## config.mk

```make
export PLATFORM = sky130hd
export DESIGN_NAME = seq_divider_flat
export DESIGN_NICKNAME = d
export VERILOG_FILES = /design/src/rtl/seq_divider_pkg.sv /design/src/rtl/seq_divider_if.sv /design/src/rtl/seq_divider_div_step.sv /design/src/rtl/seq_divider.sv /design/src/flat_wrapper.sv
export SDC_FILE = /design/constraint.sdc
export NUM_CORES = 1
export LEC_CHECK = 0
export ABC_CLOCK_PERIOD_IN_PS = 2400
export BUFFER_PORTS_ARGS = -buffer_cell sky130_fd_sc_hd__buf_2
export CORE_MARGIN = 2
export CORE_UTILIZATION = 36
export DETAILED_ROUTE_END_ITERATION = 10
export GPL_ROUTABILITY_DRIVEN = 0
export GPL_TIMING_DRIVEN = 0
export PLACE_DENSITY = 0.61
export REMOVE_ABC_BUFFERS = 1
export SYNTH_ARGS = -nofsm -noshare
export SYNTH_HDL_FRONTEND = slang
export SYNTH_SLANG_ARGS = --single-unit
```

## constraint.sdc

```tcl
create_clock -name clk -period 2.4 [get_ports clk]
set_input_delay 0.48 -clock clk [delete_from_list [all_inputs] [get_ports clk]]
set_output_delay 0.48 -clock clk [all_outputs]
set_load 0.1 [all_outputs]
```

## src/rtl/seq_divider_pkg.sv

```systemverilog
// Shared types and limits for the sequential restoring divider.
package seq_divider_pkg;

    typedef enum logic [1:0] {IDLE, RUN, DONE} div_state_t;

    localparam int DIV_MAX_WIDTH = 32;

endpackage

```

## src/rtl/seq_divider_if.sv

```systemverilog
// Operand/result handshake bundle for seq_divider; master is the requester, slave is the divider.
interface seq_divider_if #(
    parameter int WIDTH = 8
);
    logic             in_valid;
    logic             in_ready;
    logic [WIDTH-1:0] dividend;
    logic [WIDTH-1:0] divisor;
    logic             out_valid;
    logic             out_ready;
    logic [WIDTH-1:0] quotient;
    logic [WIDTH-1:0] remainder;
    logic             div_by_zero;

    modport master (
        output in_valid, dividend, divisor, out_ready,
        input  in_ready, out_valid, quotient, remainder, div_by_zero
    );

    modport slave (
        input  in_valid, dividend, divisor, out_ready,
        output in_ready, out_valid, quotient, remainder, div_by_zero
    );
endinterface

```

## src/rtl/seq_divider_div_step.sv

```systemverilog
// One restoring division step: shift in the next dividend bit, subtract the divisor when it fits.
module div_step #(
    parameter int WIDTH = 8
) (
    input  logic [WIDTH-1:0] rem_in,
    input  logic             n_bit,
    input  logic [WIDTH-1:0] divisor,
    output logic [WIDTH-1:0] rem_out,
    output logic             q_bit
);
    logic [WIDTH:0] shifted;

    // Compare is WIDTH+1 bits wide; the surviving remainder is always < divisor, so WIDTH bits hold it.
    always_comb begin
        shifted = {rem_in, n_bit};
        q_bit   = (shifted >= {1'b0, divisor});
        rem_out = q_bit ? (shifted[WIDTH-1:0] - divisor) : shifted[WIDTH-1:0];
    end
endmodule

```

## src/rtl/seq_divider.sv

```systemverilog
// Iterative radix-2 restoring divider, one quotient bit per clock, valid/ready on both sides.
// Define SEQ_DIVIDER_SIGNED_EN for two's-complement operands (truncating quotient, remainder follows dividend).
module seq_divider
    import seq_divider_pkg::*;
#(
    parameter int WIDTH = 8
) (
    input logic          clk,
    input logic          reset,
    seq_divider_if.slave bus
);
    localparam int CW = $clog2(WIDTH);

    div_state_t       state, next_state;
    logic [CW-1:0]    count;
    logic [WIDTH-1:0] n_sh;
    logic [WIDTH-1:0] d_reg;
    logic [WIDTH-1:0] rem;
    logic [WIDTH-1:0] quotient_r;
    logic [WIDTH-1:0] remainder_r;
    logic             dbz_r;

    logic             in_ready;
    logic             out_valid;
    logic             accept;

    logic [WIDTH-1:0] n_mag;
    logic [WIDTH-1:0] d_mag;
    logic [WIDTH-1:0] rem_next;
    logic             q_bit;
    logic [WIDTH-1:0] q_raw;
    logic [WIDTH-1:0] q_res;
    logic [WIDTH-1:0] r_res;

`ifdef SEQ_DIVIDER_SIGNED_EN
    logic             n_neg;
    logic             d_neg;
`endif

    div_step #(.WIDTH(WIDTH)) u_step (
        .rem_in  (rem),
        .n_bit   (n_sh[WIDTH-1]),
        .divisor (d_reg),
        .rem_out (rem_next),
        .q_bit   (q_bit)
    );

    always_ff @(posedge clk) begin
        if (reset) begin
            state <= IDLE;
        end else begin
            state <= next_state;
        end
    end

    always_comb begin
        next_state = state;
        in_ready   = 1'b0;
        out_valid  = 1'b0;
        unique case (state)
            IDLE: begin
                in_ready = ~reset;
                if (bus.in_valid && !reset) begin
                    next_state = (bus.divisor == '0) ? DONE : RUN;
                end
            end
            RUN: begin
                if (count == '0) begin
                    next_state = DONE;
                end
            end
            DONE: begin
                out_valid = 1'b1;
                if (bus.out_ready) begin
                    next_state = IDLE;
                end
            end
            default: next_state = IDLE;
        endcase
    end

    assign accept = bus.in_valid & in_ready;

    // The dividend register doubles as the quotient register: dividend bits leave at the top
    // while quotient bits enter at the bottom.
    assign q_raw = {n_sh[WIDTH-2:0], q_bit};

    always_comb begin
`ifdef SEQ_DIVIDER_SIGNED_EN
        n_mag = bus.dividend[WIDTH-1] ? -bus.dividend : bus.dividend;
        d_mag = bus.divisor[WIDTH-1]  ? -bus.divisor  : bus.divisor;
        q_res = (n_neg ^ d_neg) ? -q_raw : q_raw;
        r_res = n_neg ? -rem_next : rem_next;
`else
        n_mag = bus.dividend;
        d_mag = bus.divisor;
        q_res = q_raw;
        r_res = rem_next;
`endif
    end

    always_ff @(posedge clk) begin
        if (reset) begin
            count       <= '0;
            n_sh        <= '0;
            d_reg       <= '0;
            rem         <= '0;
            quotient_r  <= '0;
            remainder_r <= '0;
            dbz_r       <= 1'b0;
`ifdef SEQ_DIVIDER_SIGNED_EN
            n_neg       <= 1'b0;
            d_neg       <= 1'b0;
`endif
        end else begin
            unique case (state)
                IDLE: begin
                    if (accept) begin
                        n_sh  <= n_mag;
                        d_reg <= d_mag;
                        rem   <= '0;
                        count <= CW'(WIDTH - 1);
`ifdef SEQ_DIVIDER_SIGNED_EN
                        n_neg <= bus.dividend[WIDTH-1];
                        d_neg <= bus.divisor[WIDTH-1];
`endif
                        if (bus.divisor == '0) begin
                            quotient_r  <= '1;
                            remainder_r <= bus.dividend;
                            dbz_r       <= 1'b1;
                        end
                    end
                end
                RUN: begin
                    n_sh  <= q_raw;
                    rem   <= rem_next;
                    count <= count - 1'b1;
                    if (count == '0) begin
                        quotient_r  <= q_res;
                        remainder_r <= r_res;
                        dbz_r       <= 1'b0;
                    end
                end
                default: ;
            endcase
        end
    end

    assign bus.in_ready    = in_ready;
    assign bus.out_valid   = out_valid;
    assign bus.quotient    = quotient_r;
    assign bus.remainder   = remainder_r;
    assign bus.div_by_zero = dbz_r;
endmodule
```

## src/flat_wrapper.sv

```systemverilog
// flat-port wrapper written by rule: the top's interface ports become plain ports
module seq_divider_flat import seq_divider_pkg::*;
#(
    parameter int WIDTH = 8
)
  (clk, reset, bus_in_valid, bus_dividend, bus_divisor, bus_out_ready, bus_in_ready, bus_out_valid, bus_quotient, bus_remainder, bus_div_by_zero);
  seq_divider_if #(.WIDTH(WIDTH)) bus_i ();
  input logic clk;
  input logic reset;
  input wire logic [$bits(bus_i.in_valid)-1:0] bus_in_valid;
  input wire logic [$bits(bus_i.dividend)-1:0] bus_dividend;
  input wire logic [$bits(bus_i.divisor)-1:0] bus_divisor;
  input wire logic [$bits(bus_i.out_ready)-1:0] bus_out_ready;
  output wire logic [$bits(bus_i.in_ready)-1:0] bus_in_ready;
  output wire logic [$bits(bus_i.out_valid)-1:0] bus_out_valid;
  output wire logic [$bits(bus_i.quotient)-1:0] bus_quotient;
  output wire logic [$bits(bus_i.remainder)-1:0] bus_remainder;
  output wire logic [$bits(bus_i.div_by_zero)-1:0] bus_div_by_zero;
  assign bus_i.in_valid = bus_in_valid;
  assign bus_i.dividend = bus_dividend;
  assign bus_i.divisor = bus_divisor;
  assign bus_i.out_ready = bus_out_ready;
  assign bus_in_ready = bus_i.in_ready;
  assign bus_out_valid = bus_i.out_valid;
  assign bus_quotient = bus_i.quotient;
  assign bus_remainder = bus_i.remainder;
  assign bus_div_by_zero = bus_i.div_by_zero;
  seq_divider #(.WIDTH(WIDTH)) u_core (.clk(clk), .reset(reset), .bus(bus_i));
endmodule
```

==> reports/metrics.cfg <==
[logic_synthesis]
synth_common_cells=46 x dfxtp_1, 34 x nand2_1, 32 x nor2_1
ys_seq_elements=46
syn_area_sq_um=2370
ys_async_sr_fraction_pct=0
synth_edf_count=0
avgSynthCellArea_sq_um=8.45
dominantRegCellSynth=dfxtp_1
yosys_warnings=0
synth_cell_type_count=46
synth.most_common_cell=dfxtp_1
yosys.area.top_type=dfxtp_1
ys_top_cells_by_area=dfxtp_1 39%, nand2_1 5.4%, ha_1 5.3%, nor2_1 5.1%, a311oi_1 4.8%
ys_seq_area_share_pct=38.8
yosysTopAreaCellShare_pct=38.8
syn_inst=281

[floorplan]
die_y_um=85.2
ios=39
die_w_um=85.2
fp.coreArea_sq_um=6350
start_util_pct=37.4
num_rows=29
dieArea_sq_um=7260

[placed_design]
placed_area_sq_um=2550
place_inst=377
dp_slack_ns=-0.567
hpwl_mm=3.79
portBuffers=38

[power_and_ir_drop]
cellLeakagePower_nw=1.06
p_per_area_nw_per_um2=869
peakVddDrop_v=0.000428

[clock_tree]
cts_buffer_depth=2
cts_buffers=5
clock_tree.root_cell=clkbuf_8
h-tree-depth=2
path_clk_slew_ns=0.09
clkSinkCount=46
cts_setup_buffers=0
cts_tree=yes
clock_latency_ns=0.30

[flow_run]
maxCapViolCount=0

[worst_setup_path]
worstSetupStartpointType=flip-flop
startpoint=u_core.n_sh[7]
crit_path_end_kind=flip-flop
rr_startpoint=u_core.n_sh[7]
worstPathArrival_ns=2.30
worstPathMaxFanout=3
worstSetupPathType=reg -> reg
cp.required_ns=2.52

[sta]
holdWs_ns=0.392
finalCritPeriodShare_pct=90.8
setup_viol=0
max-slew-margin-rel_pct=14.8
hold_viol_final=0
rsz0062_at_grt=false
max_freq_mhz=459
clock_skew_ns=0.00695
slew_violations=0
finalCriticalPeriod_ns=2.18
fin_ws_ns=0.220
worst_pin_slew_ns=1.28

[cells_and_area]
n_antenna_cell=0
post-route-util_pct=42.2
area_growth_pct=12.8
final_cells=385
final_nets=338
layout-drive-gt1-share_pct=20.1
fin_area_sq_um=2680

[worst_hold_path]
min-delay-start=bus_divisor[4]
hold_path_class=in -> reg

[global_routing]
grtUsageMet3_pct=4.18
grt_max_degree=43
grt_pass1_wl_mm=9.25
grtUsageMet2_pct=24.1
grt_usage_pct=15.8
grt_pass1_vias=1964
grt_remaining_overflow=0
busiest_layer=met2
antenna_found_initial=0
grt_use_met1_pct=22.0

[detailed_routing]
drt-initial-drc-count=100
drc_errors=0
wl_mm=5.43
vias_per_cell=5.41
dr_total_vias=2082
drt_pass1_iterations=4
ant_nets=0
wl_per_cell_um=14.1

[run_status]
status=finished clean

## per-stage QoR
step / setup TNS (ns) / power [W]
2_1_floorplan: -20.89 / 0.00157
5_1_grt: 0 / 0.00247
6_report: 0 / 0.00233
3_5_place_dp: -5.95 / 0.00175
4_1_cts: 0 / 0.00233
3_3_place_gp: -5.33 / 0.00174
## worst paths after layout
kind / cells past startpoint / slack, ns / endpoint
max: 9 / 0.22 / u_core.rem[6]
max reg2reg: 9 / 0.22 / u_core.rem[6]
min: 3 / 0.39 / u_core.d_reg[4]
min reg2reg: 2 / 0.46 / u_core.d_reg[0]
## per-layer routing
layer | vias up | part of all wire [%] | wire length (um)
met3 | 9 | 2.7 | 145
li1 | 1070 | - | -
met5 | - | 0 | 0
met4 | 0 | 1.4 | 78
met2 | 35 | 45 | 2420
met1 | 968 | 51 | 2790
## worst max-delay path, cell delays in order (launching register included)
cell,delay (ns)
dfxtp_2,0.38
inv_1,0.06
ha_1,0.21
fa_1,0.40
nand2b_1,0.19
a21boi_1,0.18
o21ai_1,0.09
and3_1,0.18
o21ai_1,0.18
a311oi_1,0.12
## power breakdown
part           internal [W]  total, W  switching, W  leakage, nW
registers          0.000844  0.000893     0.0000488        0.377
logic              0.000250  0.000859      0.000609        0.634
clock network      0.000312  0.000573      0.000261       0.0524
total               0.00141   0.00233      0.000920         1.06
## layout by cell type, fill, tap and decap left out, types with 2 or more instances in the layout
cell,instances
or4_4,2
o31ai_1,10
a211oi_2,2
a21oi_1,18
a311oi_1,13
nor2_1,32
o32ai_1,2
and4_1,3
nor3_1,4
a221oi_1,2
or3_1,2
and2_2,2
clkbuf_8,5
nand3_1,6
nand2b_1,2
clkbuf_1,2
xor2_1,2
o21ai_1,9
ha_1,10
o21ai_0,4
nor2_4,2
a21oi_2,2
buf_2,37
inv_1,17
dfxtp_1,45
and3_1,4
a31oi_1,3
nor2b_1,3
a211oi_1,9
nand2_1,34
## cells by family after synthesis
| logic type | count (synthesis) | share of synthesized area (%) |
|---|---|---|
| xor+xnor | 3 | 1.11 |
| fa+ha+maj | 11 | 6.11 |
| buf+inv | 36 | 7.27 |
| simple gates | 101 | 20.7 |
| flops | 46 | 38.8 |
| compound gates | 84 | 26.0 |
## area by class of cell
| class | instances | area [sq um] |
|---|---|---|
| clock buffer | 7 | 76.3 |
| sequential | 46 | 922 |
| fill | 639 | 3670 |
| multi-input combinational | 199 | 1300 |
| inverter | 17 | 63.8 |
| clock inverter | 1 | 30.0 |
| tap | 77 | 96.3 |
| timing repair buffer | 38 | 193 |
## timing repair
item	4_1_cts	5_1_grt
gates resized for setup	3	4
hold buffers	0	0
endpoints found under the hold margin	0	0
endpoints found under the setup margin	7	9
pin swaps	0	0
No activity file was read; power rests on OpenSTA's default activity.
